--- config.mk ---
export PLATFORM = sky130hd
export DESIGN_NAME = instr_fetch_unit
export DESIGN_NICKNAME = d
export VERILOG_FILES = /design/src/rtl/instr_fetch_unit.sv
export SDC_FILE = /design/constraint.sdc
export NUM_CORES = 1
export LEC_CHECK = 0
export ABC_AREA = 1
export BUFFER_PORTS_ARGS = -buffer_cell sky130_fd_sc_hd__buf_2
export CAP_MARGIN = 20
export CORE_AREA = 2 2 134 136
export CTS_CLUSTER_DIAMETER = 60
export DETAILED_ROUTE_END_ITERATION = 10
export DIE_AREA = 0 0 136 138
export GPL_TIMING_DRIVEN = 1
export PLACE_DENSITY = 0.84
export REMOVE_ABC_BUFFERS = 1
export SLEW_MARGIN = 20
export SYNTH_ARGS = -nofsm -noshare
export SYNTH_HDL_FRONTEND = slang
export SYNTH_SLANG_ARGS = --single-unit
--- constraint.sdc ---
create_clock -name clk -period 7.9 [get_ports clk]
set_input_delay 0 -clock clk [delete_from_list [all_inputs] [get_ports clk]]
set_output_delay 0 -clock clk [all_outputs]
set_load 0.02 [all_outputs]
--- src/rtl/instr_fetch_unit.sv ---
// ============================================================================
// Module   : instr_fetch_unit
// Purpose  : Fetch stage. Owns the PC and addresses the instruction ROM. Returned
//            instructions are buffered with their PCs for a valid/ready decode
//            handshake. Execute can redirect fetch.
// Revision : 1.0 - initial release
// ============================================================================
`default_nettype none

module instr_fetch_unit #(
    parameter logic [31:0] RESET_PC = 32'h0000_0000,
    parameter int          DEPTH    = 2
) (
    input  logic        clk,
    input  logic        rst,
    input  logic        en,
    input  logic        redirect_valid,
    input  logic [31:0] redirect_pc,
    output logic [31:0] rom_addr,
    input  logic [31:0] rom_instr,
    output logic        out_valid,
    input  logic        out_ready,
    output logic [31:0] out_instr,
    output logic [31:0] out_pc,
    output logic [31:0] out_pc_plus4,
    output logic        misalign_err
);

    localparam int                 c_PTR_W  = $clog2(DEPTH);
    localparam int                 c_CNT_W  = c_PTR_W + 1;
    localparam logic [c_CNT_W-1:0] c_DEPTH  = c_CNT_W'(DEPTH);
    localparam logic [c_CNT_W-1:0] c_CNT_1  = c_CNT_W'(1);
    localparam logic [c_PTR_W-1:0] c_PTR_1  = c_PTR_W'(1);

    logic [31:0]        r_fpc;
    logic [c_CNT_W-1:0] r_count;
    logic [c_PTR_W-1:0] r_rd_ptr;
    logic [c_PTR_W-1:0] r_wr_ptr;
    logic               r_misalign;
    logic [31:0]        r_buf_instr [DEPTH];
    logic [31:0]        r_buf_pc    [DEPTH];

    logic w_valid;
    logic w_pop;
    logic w_push;

    assign w_valid = (r_count != '0);
    assign w_pop   = w_valid & out_ready;
    // A pop in the same cycle frees a slot, so a full buffer can still accept.
    assign w_push  = en & ~redirect_valid & ((r_count < c_DEPTH) | w_pop);

    always_ff @(posedge clk or negedge rst) begin
        if (!rst) begin
            r_fpc      <= RESET_PC;
            r_count    <= '0;
            r_rd_ptr   <= '0;
            r_wr_ptr   <= '0;
            r_misalign <= 1'b0;
        end else if (redirect_valid) begin
            // Flush everything, including an entry decode took this cycle.
            r_fpc    <= {redirect_pc[31:2], 2'b00};
            r_count  <= '0;
            r_rd_ptr <= '0;
            r_wr_ptr <= '0;
            if (redirect_pc[1:0] != 2'b00) begin
                r_misalign <= 1'b1;
            end
        end else begin
            if (w_push) begin
                r_fpc    <= r_fpc + 32'd4;
                r_wr_ptr <= r_wr_ptr + c_PTR_1;
            end
            if (w_pop) begin
                r_rd_ptr <= r_rd_ptr + c_PTR_1;
            end
            case ({w_push, w_pop})
                2'b10:   r_count <= r_count + c_CNT_1;
                2'b01:   r_count <= r_count - c_CNT_1;
                default: r_count <= r_count;
            endcase
        end
    end

    // Storage needs no reset: contents are only visible while count is nonzero.
    always_ff @(posedge clk) begin
        if (w_push) begin
            r_buf_instr[r_wr_ptr] <= rom_instr;
            r_buf_pc[r_wr_ptr]    <= r_fpc;
        end
    end

    assign rom_addr     = r_fpc;
    assign out_valid    = w_valid;
    assign out_instr    = w_valid ? r_buf_instr[r_rd_ptr] : 32'd0;
    assign out_pc       = w_valid ? r_buf_pc[r_rd_ptr] : 32'd0;
    assign out_pc_plus4 = w_valid ? (r_buf_pc[r_rd_ptr] + 32'd4) : 32'd0;
    assign misalign_err = r_misalign;

endmodule

`default_nettype wire

; Yosys cells after proc, flatten, opt, wreduce, memory -nomap -nowiden
; Memory sizes are Yosys's and may differ from the RTL's.
; Index checks and enable logic that the tools add are counted.
[classes]
add_sub_neg = 6
n_lt_le_gt_ge = 1
n_eq_ne = 2
n_mux = 13
bitwise = 5
reduce_logical = 6
[ops]
columns = operator, n
row1 = $mux 32, 5
row2 = $add 32x3->32 const B, 2
row3 = $reduce_bool 2->1, 4
row4 = $mux 1, 6
row5 = $pmux 2 s2, 1
row6 = $and 1x1->1, 3
row7 = $reduce_bool 3->1, 1
row8 = $add 1x1->1 const B, 2
row9 = $add 2x1->2 const B, 1
row10 = $eq 2x1->1 const B, 1
row11 = $eq 2x2->1 const B, 1
row12 = $lt 2x2->1 const B, 1
row13 = $mux 2, 1
row14 = $reduce_and 2->1, 1
row15 = $sub 2x1->2 const B, 1
row16 = $not 1->1, 1
row17 = $or 1x1->1, 1
[totals]
register_bits = 37
ramBits = 128
inputBits = 69
output_inout_bits = 130
word_cells = 40
n_memories = 2
[mem_list]
columns = memory, words, width, read_ports, rd_ports_with_merged_regs, wr, line
row1 = r_buf_instr, 2, 32, 1, 0, 1, 40  ; logic [31:0] r_buf_instr [DEPTH];
row2 = r_buf_pc, 2, 32, 1, 0, 1, 41  ; logic [31:0] r_buf_pc [DEPTH];

; Depth between registers and ports, before layout
; Gate-level depths: netlist (run 1).
[logic_depth]
word_depth = 7
depth_mapped = 14
mapped_depth_nobuf = 13

; Worst setup path after synthesis (run 1)
; OpenSTA, ideal clock, no wires.
[synth_path]
path_type = flip-flop to flip-flop
from = reg r_count[1]
to = mem r_buf_instr[1][0], enable pin
t_arrival_ns = 3.530
required_ns = 7.418
setup_slack_ns = 3.888
stages_incl_launch_ff = 6
period_less_slack_ns = 4.012
cell_sequence = dfrtp_1 > nand2_1 > nand3_1 > buf_2 > buf_2 > nor2_1
[synth_between]
elab_chain_len = 6
word_cells_on_any_way = 7
cone_classes = 1 x order compare / 2 x mux / 3 x bitwise / 1 x reduce/logical
[synth_lines]
columns = element, line
row1 = from (decl), 36  ; logic [c_CNT_W-1:0] r_count;
row2 = from (signal assigned), 77  ; 2'b10: r_count <= r_count + c_CNT_1;
row3 = from (signal assigned), 78  ; 2'b01: r_count <= r_count - c_CNT_1;
row4 = from (signal assigned), 79  ; default: r_count <= r_count;
row5 = $reduce_bool 2->1, 47  ; assign w_valid = (r_count != '0);
row6 = $and 1x1->1, 48  ; assign w_pop = w_valid & out_ready;
row7 = $or 1x1->1 *, 50  ; assign w_push = en & ~redirect_valid & ((r_count < c_DEPTH) | w_pop);
row8 = $and 1x1->1 *, 50
row9 = $mux 1 *, 86  ; if (w_push) begin
row10 = $mux 1 (not written as such) *, 87  ; r_buf_instr[r_wr_ptr] <= rom_instr;
row11 = to (decl), 40
; Every way passes the cells marked *; elsewhere a longest branch is shown, timed or not.

; Final worst setup path (run 1)
[layout_path]
from = reg r_count[1]
to = reg r_fpc[20] (netlist: rom_addr[20])
[layout_between]
elab_chain_len = 5
word_cells_on_any_way = 6
cone_classes = 1 x order compare / 3 x bitwise / 2 x reduce/logical
[layout_lines]
columns = element, line
row1 = $reduce_bool 2->1, 47
row2 = $and 1x1->1, 48
row3 = $or 1x1->1 *, 50
row4 = $and 1x1->1 *, 50
row5 = $reduce_bool 2->1 (no line) *, -
row6 = to (signal assigned), 61  ; r_fpc <= {redirect_pc[31:2], 2'b00};
row7 = to (signal assigned), 70  ; r_fpc <= r_fpc + 32'd4;
row8 = to (decl), 35  ; logic [31:0] r_fpc;
; Marks and branches as above.
; A chain may end at the register's enable or synchronous reset.

==> impl_results.md, run 1 <==
* Outcome: completed
* Sequential share of the synthesized area at 0.543
* Most common cell after layout, fill and taps aside: nand2_1
* Max Clk Rate at 312 MHz
* Starting Density at 0.483
* Grt ovf at 0
* HP Start: redirect_valid
* Asr flop ratio synth at 0.220
* Worst clock skew at 9.28 ps
* Share of post-route cells with drive strength above 1 at 0.254
* Pwr dens at 303 mW/mm2
* Row cnt at 49
* RSZ-0062 raised after global routing: no
* Most frequent cells in the layout: 325 x nand2_1, 192 x buf_2, 124 x edfxtp_1
* Root Buffer: clkbuf_16
* Pint at 0.00183 W
* Placed cell area at 0.00955 mm2
* Power share of the clock group at 0.248
* Sequential share of power at 0.332
* Nets at 1285
* Total wire length at 22.6 mm
* Worst setup startpoint: r_count[1]
* Crit Path Max Fanout at 23
* Routed len/inst at roughly 16 um
* H-tree levels at 4
* Core area at 0.0175 mm2
* Slew Limit Fails at 0
* Avg Cell Area, Syn at ~9 um2
* Final Hold Fails at 0
* CTS tree: done
* Vias in the first global route at 7131
* Leakage at 4.77 nW
* Num ports at 199
* Max-Slew Margin vs Limit at 0.322
* Startpoint Class: register
* Hold/Removal Path Class: input pin to register
* Sw frac at 0.441
* Multi-input gate area at 0.00336 mm2
* Setup_tns at 0 ps
* PortBufs at 192
* Largest stage delay, worst path at 740 ps
* Initial antenna violation count at 1
* Unique cell type count in the Yosys netlist at 41
* Measured slew at the worst slew-check pin at a little over 1000 ps
* Largest net degree at the start of global routing at 84
* TritonRoute pass-1 iters at 5
* Setup-failing EPs final at 0
* Crit path top cell by count: nand2_1
* Synthesis-stage register bit count at 159
* Post-DP HPWL at 15.3 mm
* R2R depth at 6
* Peak VDD IR at 199 uV
* Post-synth top flop: edfxtp_1
* TritonCTS buffer count at 17
* Worst skew pair latency at 420 ps
* Switching Power at 0.00145 W
* Critical path arrival at between 3000 and 4000 ps
* Dpl cells at 1358
* Global placer's final weighted congestion at 0.880
* Gate Count Post-Synth at 967
* Fillcell total at 1421
* Die X at 136 um
* Post-Syn Area at 0.00848 mm2
* Register area at roughly 0.0046 mm2
* Crit Path Class: register to register
* Worst slack at placement at between 4000 and 5000 ps
* Die ar. at 0.0188 mm2
* Fin area at 0.0108 mm2
* Clock slew seen by the registers of the worst setup and hold paths at around 70 ps
* Minimum clock period at about 3200 ps
* Synth warnings at 0
* Detailed-route via count at 7468
* Setup ws final at 4700 ps
* Global-route wire length before repair at 35.6 mm
* CP required at 8170 ps
* Via density at 5.13
* Initial drt markers at 694
* Origin of the critical flop-to-flop path: r_count[1]
* Crit-path cells: nand2_1 > nand3_1 > nand2_1 > clkinv_1 > a22o_1 > o21bai_1
* Worst path slowest cell: nand2_1
* CP Capture Type: register
* CTS sink cnt at 159
* Max-Cap Viols at 0
* Routed Antenna Nets at 0
* Fin cells at roughly 1500
* Hold Path Cell Cnt at 3
* Hold_ws at about 83 ps
* Area added between synthesis and finish at 27.6%
* Post-synth EDFFs at 124
* Logic pwr share at 0.420
* Total GRT Usage at 0.242
* Chip height at around 140 um
* Max Root-Sink Buffers at 2
* DRC at 0
* Final period utilization at 0.405
## per-layer routing
metal | vias to the layer above | global-route usage | share of wire
met2 | 323 | 0.400 | 0.49
met1 | 3467 | 0.321 | 0.41
met3 | 45 | 0.0403 | 0.070
met5 | - | 0 | 0
met4 | 0 | 0.0839 | 0.025
li1 | 3633 | - | -
## synthesized netlist by cell type (3+ instances only)
cell type	count	area, um2
a21oi_1	46	230
a22o_1	5	43.8
buf_1	7	26.3
buf_2	6	30.0
buf_4	6	45.0
buf_6	6	67.6
clkbuf_1	12	45.0
dfrtp_1	35	876
edfxtp_1	124	3720
inv_1	76	285
nand2_1	325	1220
nand2_2	35	219
nand2_4	13	146
nand3_1	45	225
nand3b_1	3	22.5
nand4_1	7	43.8
nor2_1	102	383
nor2_2	16	100
nor2_4	10	113
nor3_1	13	65.1
o211ai_1	4	30.0
o21ai_0	18	90.1
o21bai_1	9	67.6
o221ai_1	3	26.3
xnor2_1	4	35.0
xor2_1	18	158
## registers in the layout (all words and copies together), names as in the netlist
signal and flops:
r_wr_ptr 1, misalign_err 1, r_buf_pc 60, r_rd_ptr 1, r_buf_instr 64, r_count 2, rom_addr 30
## cell families (layout without fill, tap and decap cells)
| family | Yosys count | after routing | synth area share |
|---|---|---|---|
| AND/OR/NAND/NOR | 574 | 574 | 0.304 |
| flip-flops | 159 | 159 | 0.543 |
| buffers and inverters | 120 | 375 | 0.0661 |
| AO/OA/AOI/OAI | 89 | 89 | 0.0611 |
| XOR/XNOR | 22 | 22 | 0.0227 |
| adder cells (fa/ha/maj) | 2 | 2 | 0.00295 |
| other | 1 | 7 | 0.000442 |
## power by group through the flow
stage | registers (W) | logic (W) | clock network (W)
after global placement | 0.00110 | 0.00133 | 0
final | 0.00109 | 0.00138 | 0.000814
after CTS | 0.00109 | 0.00138 | 0.000822
after detailed placement | 0.00110 | 0.00135 | 0
after global routing | 0.00110 | 0.00150 | 0.000857
after floorplan | 0.00112 | 0.000864 | 0
## worst max-delay path, delay by kind of cell, from the launching register on
| kind | cells | cell delay [ps] |
|---|---|---|
| compound gates | 2 | 490 |
| buf+inv | 1 | 610 |
| flops | 1 | 430 |
| simple gates | 3 | 1510 |
## area by class of cell
type,instances,area share
Sequential cell,159,0.425
Multi-Input combinational cell,693,0.310
Timing Repair Buffer,262,0.153
Antenna cell,1,0.000231
Inverter,81,0.0288
Tap cell,229,0.0265
Clock buffer,17,0.0393
Clock inverter,15,0.0167
## metrics by stage
step	total power [W]	util
floorplan	0.00199	-
finish	0.00328	0.617
CTS	0.00329	0.617
global route	0.00346	0.617
global placement	0.00243	0.544
detailed placement	0.00245	0.544
## repair_timing
action,CTS,global route
hold buffers,66,0
hold endpoints to repair,131,0
gates resized for setup,0,0
buffers inserted,0,0
## path summary, 6_finish.rpt
path                       slack (ps)            to
max                              4700  rom_addr[20]
min                                80  rom_addr[27]
max reg2reg                      4700  rom_addr[20]
min reg2reg                       470      r_rd_ptr
max in group asynchronous        7130      r_rd_ptr
min in group asynchronous         210  rom_addr[30]
Power figures use the tool's default switching activity.
==> inputs of run 2 (changes only) <==
- CORE_AREA: 2 2 134 136 -> 2 2 135 137
- DIE_AREA: 0 0 136 138 -> 0 0 137 139
- PLACE_DENSITY: 0.84 -> 0.86
- clock period: 7.9 -> 2.75 ns (I/O delays scaled with it)
==> run 2 against run 1 <==
Against the previous run: worst hold slack worse by 37 ps; core utilization is essentially flat; clock power grew to 2.8 times the previous value; sequential share of layout area shrank 0.26 points; design area grew 0.67%; sequential power grew to 2.9 times the previous value; critical path type is now register to output port.
==> impl_results.md, run 2 (same netlist as run 1, synthesis figures left out) <==
* Outcome: completed
* Top reg by flops: r_buf_instr
* Measured slew at the worst slew-check pin at 814 ps
* Root Buffer: clkbuf_16
* Pwr dens at 869 mW/mm2
* TritonCTS buffer count at 17
* DRC at 0
* CP required at 2750 ps
* Via density at 5.21
* Worst skew pair latency at 420 ps
* Chip height at about 140 um
* Max-Slew Margin vs Limit at 0.457
* Minimum clock period at 2550 ps
* Starting Density at 0.480
* H-tree levels at 4
* Initial drt markers at about 640
* Crit Path Max Fanout at 36
* Global placer's final weighted congestion at 0.923
* Area added between synthesis and finish at 28.5%
* Max-Cap Viols at 0
* TritonRoute pass-1 iters at 5
* Most common cell after layout, fill and taps aside: nand2_1
* Core area at around 0.018 mm2
* Nets at roughly 1300
* Row cnt at 49
* Routed Antenna Nets at 0
* Total wire length at 23.2 mm
* Max Root-Sink Buffers at 2
* Fin cells at 1467
* Final period utilization at 0.929
* Slew Limit Fails at 0
* Grt ovf at 0
* Final Hold Fails at 0
* Largest net degree at the start of global routing at 56
* Clock slew seen by the registers of the worst setup and hold paths at 70 ps
* Fillcell total at 1410
* Dpl cells at 1367
* Crit Path Class: register to output port
* Setup-failing EPs final at 0
* Die X at 137 um
* CTS sink cnt at 159
* Share of post-route cells with drive strength above 1 at 0.261
* Routed len/inst at 15.8 um
* Detailed-route via count at 7648
* Vias in the first global route at about 7400
* Die ar. at approximately 0.019 mm2
* Hold/Removal Path Class: input pin to register
* Setup ws final at 195 ps
* Initial antenna violation count at 2
* Setup_tns at 0 ps
* Global-route wire length before repair at 36.8 mm
* Num ports at 199
* Post-DP HPWL at 15.8 mm
* Peak VDD IR at 494 uV
* CTS tree: done
* Most frequent cells in the layout: 325 x nand2_1, 192 x buf_2, 124 x edfxtp_1
* Total GRT Usage at 0.246
* Leakage at 4.81 nW
* Critical path arrival at 2550 ps
* Max Clk Rate at 391 MHz
* Worst slack at placement at 461 ps
* PortBufs at between 150 and 200
* Max reg flops at 64
* Worst clock skew at approximately 8.9 ps
* CP Capture Type: output port
* RSZ-0062 raised after global routing: no
* Startpoint Class: register
[run 2: final timing paths]
check,from,end,slack [ps],cells past startpoint
setup / recovery,r_rd_ptr,out_pc_plus4[20],200,13
hold / removal,out_ready,r_rd_ptr,50,4
setup reg to reg,rom_addr[3],rom_addr[26],580,10
hold reg to reg,misalign_err,misalign_err,480,1
max in group asynchronous,rst,r_rd_ptr,1930,2
min in group asynchronous,rst,rom_addr[31],220,2
[run 2: through the flow]
step	cell area (um2)	hold WS [ps]	power, W	util
2_1_floorplan	8250	-296	0.00567	-
3_3_place_gp	9630	134	0.00704	0.545
3_5_place_dp	9630	133	0.00710	0.545
4_1_cts	10900	11.5	0.00946	0.615
5_1_grt	10900	63.4	0.00996	0.617
6_report	10900	46.2	0.00946	0.617
[run 2: where the power goes]
group	total [W]	internal (W)	switching (W)
Combinational	0.00404	0.00120	0.00283
Clock	0.00228	0.00122	0.00106
Sequential	0.00315	0.00288	0.000270
[run 2: metal layers]
metal | up-vias | share of wire | wire (um) | track usage
met3 | 70 | 0.073 | 1700 | 0.0435
met1 | 3552 | 0.40 | 9270 | 0.320
met2 | 377 | 0.49 | 11300 | 0.399
met4 | 0 | 0.041 | 961 | 0.114
li1 | 3649 | - | - | -
met5 | - | 0 | 0 | 0
[run 2: layout make-up]
| type | instances | area [um2] | area share |
|---|---|---|---|
| Inverter | 81 | 317 | 0.0291 |
| Antenna cell | 2 | 5.00 | 0.000460 |
| Multi-Input combinational cell | 693 | 3360 | 0.308 |
| Clock inverter | 15 | 161 | 0.0148 |
| Sequential cell | 159 | 4600 | 0.423 |
| Clock buffer | 17 | 425 | 0.0391 |
| Timing Repair Buffer | 271 | 1730 | 0.159 |
| Tap cell | 229 | 287 | 0.0263 |
[run 2: worst max-delay path, stage by stage, from the launching register on]
cell and delay, ps:
dfrtp_4 570, clkinv_8 200, nand2_1 70, nand2_1 90, ha_1 220, nand2_2 110, nor2_4 180, nand2_2 140
nor2_4 150, nand3_1 80, nand2_1 60, nand2_1 40, inv_1 40, buf_2 150
[run 2: what timing repair did]
action / 4_1_cts / 5_1_grt
hold buffers: 65 / 0
endpoints found under the hold margin: 130 / 0
setup endpoints to repair: 1 / 5
setup buffers: 0 / 1
gates resized for setup: 1 / 3
==> inputs of run 3 (changes only) <==
- ABC_AREA: 1 -> default
- CORE_AREA: 2 2 135 137 -> 2 2 129 131
- DIE_AREA: 0 0 137 139 -> 0 0 131 133
- HOLD_SLACK_MARGIN: default -> 0.05
==> run 3 against run 2 <==
Against the previous run: the run now ends with negative setup slack left; first-iteration DRC count fell by 50%; clock skew fell by 3.9 ps; global-route usage fell by 1.8 points; non-clock buffer count rose by 27; critical endpoint is now out_pc_plus4[24]; largest power group is now registers.
==> impl_results.md, run 3 <==
* Pint at 0.00458 W
* Reg2Reg Capture Point: rom_addr[31]
* Final Hold Fails at 0
* Worst Hold Endpoint: rom_addr[27]
* Grt ovf at 0
* Post-synth top flop: edfxtp_1
* HP Start: redirect_valid
* Fin area at 0.0104 mm2
* Outcome: finished with violations
* Total wire length at between 20 and 25 mm
* Post-Syn Area at 0.00762 mm2
* Worst clock skew at 4.95 ps
* Hold/Removal Path Class: input pin to register
* Pwr dens at roughly 600 mW/mm2
* Gate Count Post-Synth at 645
* Hold Path Cell Cnt at 2
* Starting Density at 0.471
* Core area at 0.0162 mm2
* Synth area leader: edfxtp_1
* Setup_tns at -85.5 ps
* Leakage at approximately 4 nW
* Asr flop ratio synth at 0.220
* Root Buffer: clkbuf_16
* Synth warnings at 0
* Area added between synthesis and finish at 36.7%
* Avg Cell Area, Syn at 11.8 um2
* Setup ws final at -65.5 ps
* DRC at 0
* Worst path slowest cell: dfrtp_4
* Total GRT Usage at 0.228
* Diode count at 0
* Most frequent cells in the layout: 189 x buf_2, 124 x edfxtp_1, 88 x nor2_1
* Logic pwr share at 0.184
* Measured slew at the worst slew-check pin at 804 ps
* Die X at 131 um
* Peak VDD IR at 454 uV
* Global-route wire length before repair at 30.2 mm
* Minimum clock period at roughly 2800 ps
* Crit-path cells: mux2_4 > ha_4 > inv_2 > a2111oi_4 > buf_6 > nand4_1 > or4b_1 > o21a_1 > buf_6
* Startpoint Class: register
* CP required at 2750 ps
* Detailed-route via count at 6215
* H-tree levels at 4
* Global placer's final weighted congestion at around 0.82
* PortBufs at 192
* Routed Antenna Nets at 0
* Sequential share of the synthesized area at 0.604
* Clock slew seen by the registers of the worst setup and hold paths at 60 ps
* Share of post-route cells with drive strength above 1 at 0.296
* Most frequent cells after synthesis: 124 x edfxtp_1, 89 x nor2_1, 69 x nand2_1
* Max-Slew Margin vs Limit at 0.448
* Max Clk Rate at 355 MHz
* Failing checks: negative setup slack
* Most common cell after layout, fill and taps aside: buf_2
* Via density at roughly 5.4
* Num ports at approximately 200
* Crit Path Class: register to output port
* Max reg flops at 64
* Origin of the critical flop-to-flop path: rom_addr[9]
* Vias in the first global route at 5853
* CTS sink cnt at 159
* Initial drt markers at around 320
* Crit Path Max Fanout at 7
* Row cnt at 47
* Chip height at 133 um
* Setup-failing EPs final at 2
* Unique cell type count in the Yosys netlist at between 50 and 60
* Post-DP HPWL at 12.7 mm
* Final period utilization at 1.02
* CP Capture Type: output port
* R2R depth at 5
* Sw frac at 0.278
* CTS tree: done
* Switching Power at between 0.0015 and 0.002 W
* Crit path top cell by count: buf_6
* Largest net degree at the start of global routing at 63
* Die ar. at 0.0174 mm2
* TritonCTS buffer count at 17
* Yosys top cell area share at 0.489
* TritonRoute pass-1 iters at 4
* RSZ-0062 raised after global routing: yes
* Synthesis-stage register bit count at 159
* Slew Limit Fails at 0
* Largest stage delay, worst path at 540 ps
* Top reg by flops: r_buf_instr
* Placed cell area at slightly below 0.009 mm2
* R2R Setup Slk at 440 ps
* Post-synth EDFFs at 124
* Max Root-Sink Buffers at 2
* Initial antenna violation count at 0
* Sequential share of power at 0.453
* Critical path arrival at ~2800 ps
* Routed len/inst at 17.6 um
* Nets at 999
* Largest cells by area after synthesis: edfxtp_1 49%, dfrtp_1 11%, mux2i_1 7.8%
* Max-Cap Viols at 0
* Worst skew pair latency at roughly 420 ps
* Power share of the clock group at 0.363
* Dominant cell by count in the synthesized netlist: edfxtp_1
==> run 3: changes by cell type after synthesis, sizes merged, moves of 9 or more <==
cell	previous run	this run
nor4	1	12
nor2	128	89
a21oi	46	6
o21bai	9	0
xnor2	4	31
inv	79	7
nand3	45	22
mux2i	0	60
nand2	373	69
and2	0	9
o21ai	20	39
==> run 3: worst max-delay path, delay by kind of cell, from the launching register on <==
| family | cells | cell delay [ps] |
|---|---|---|
| and+or+nand+nor | 2 | 660 |
| DFF | 1 | 540 |
| AOI/OAI and AO/OA | 2 | 430 |
| buffers and inverters | 3 | 360 |
| muxes | 1 | 250 |
| adders and majority gates | 1 | 150 |
==> run 3: cells by family (layout without fill, tap and decap cells) <==
family,count (synthesis),count (layout),share of synthesized area
AND/OR/NAND/NOR,257,257,0.162
flip-flops,159,159,0.604
AO/OA/AOI/OAI,73,73,0.0642
multiplexers,66,66,0.0882
buffers and inverters,46,337,0.0307
XOR/XNOR,41,41,0.0471
adder cells (fa/ha/maj),2,2,0.00328
other,1,6,0.000492
==> run 3: power groups by stage <==
stage	Combinational, W	Sequential (W)	Clock [W]
finish	0.00117	0.00288	0.00230
global route	0.00125	0.00289	0.00244
CTS	0.00112	0.00287	0.00235
detailed placement	0.00101	0.00292	0
global placement	0.000991	0.00291	0
floorplan	0.000570	0.00298	0
==> run 3: how the worst max path moves through the flow <==
stage | end | start | slack, ps
finish | out_pc_plus4[24] | r_rd_ptr | -70
global route | out_pc_plus4[24] | r_rd_ptr | -140
CTS | out_pc_plus4[31] | r_rd_ptr | -70
detailed placement | out_pc_plus4[26] | r_rd_ptr | 100
global placement | out_pc_plus4[26] | r_rd_ptr | 140
floorplan | r_buf_instr[0][0] | r_count[1] | -2620
==> run 3: layout make-up <==
cell class / instances / area (um2)
clock inverters: 11 / 131
flip-flops and latches: 159 / 4600
repair buffers: 298 / 2030
clock buffers: 21 / 450
well taps: 220 / 275
fillers: 1209 / 5760
inverters: 7 / 26.3
multi-input cells: 445 / 2900
==> run 3: what timing repair did <==
item | 4_1_cts | 5_1_grt
resized for setup | 11 | 14
buffers inserted | 7 | 9
gates cloned | 0 | 1
endpoints found under the setup margin | 13 | 11
hold buffers | 75 | 0
pin swaps | 6 | 4
hold endpoints to repair | 133 | 0
==> run 3: metrics by stage <==
stage	hold slack [ps]	cells	total power, W	util	setup slack [ps]
2_1_floorplan	-296	611	0.00355	-	-2620
3_3_place_gp	125	1037	0.00390	0.546	137
3_5_place_dp	133	1037	0.00393	0.546	102
4_1_cts	52.2	1151	0.00634	0.635	-74.8
5_1_grt	95.9	1161	0.00658	0.644	-139
6_report	66.1	1161	0.00635	0.644	-65.5
==> run 3: layer usage <==
layer / share of wire / vias to the layer above / wire length (um) / GRT usage
met1: 0.40 / 2996 / 8090 / 0.272
met4: 0.042 / 0 / 855 / 0.121
met3: 0.053 / 69 / 1080 / 0.0408
li1: - / 2913 / - / -
met5: 0 / - / 0 / 0
met2: 0.51 / 237 / 10400 / 0.390
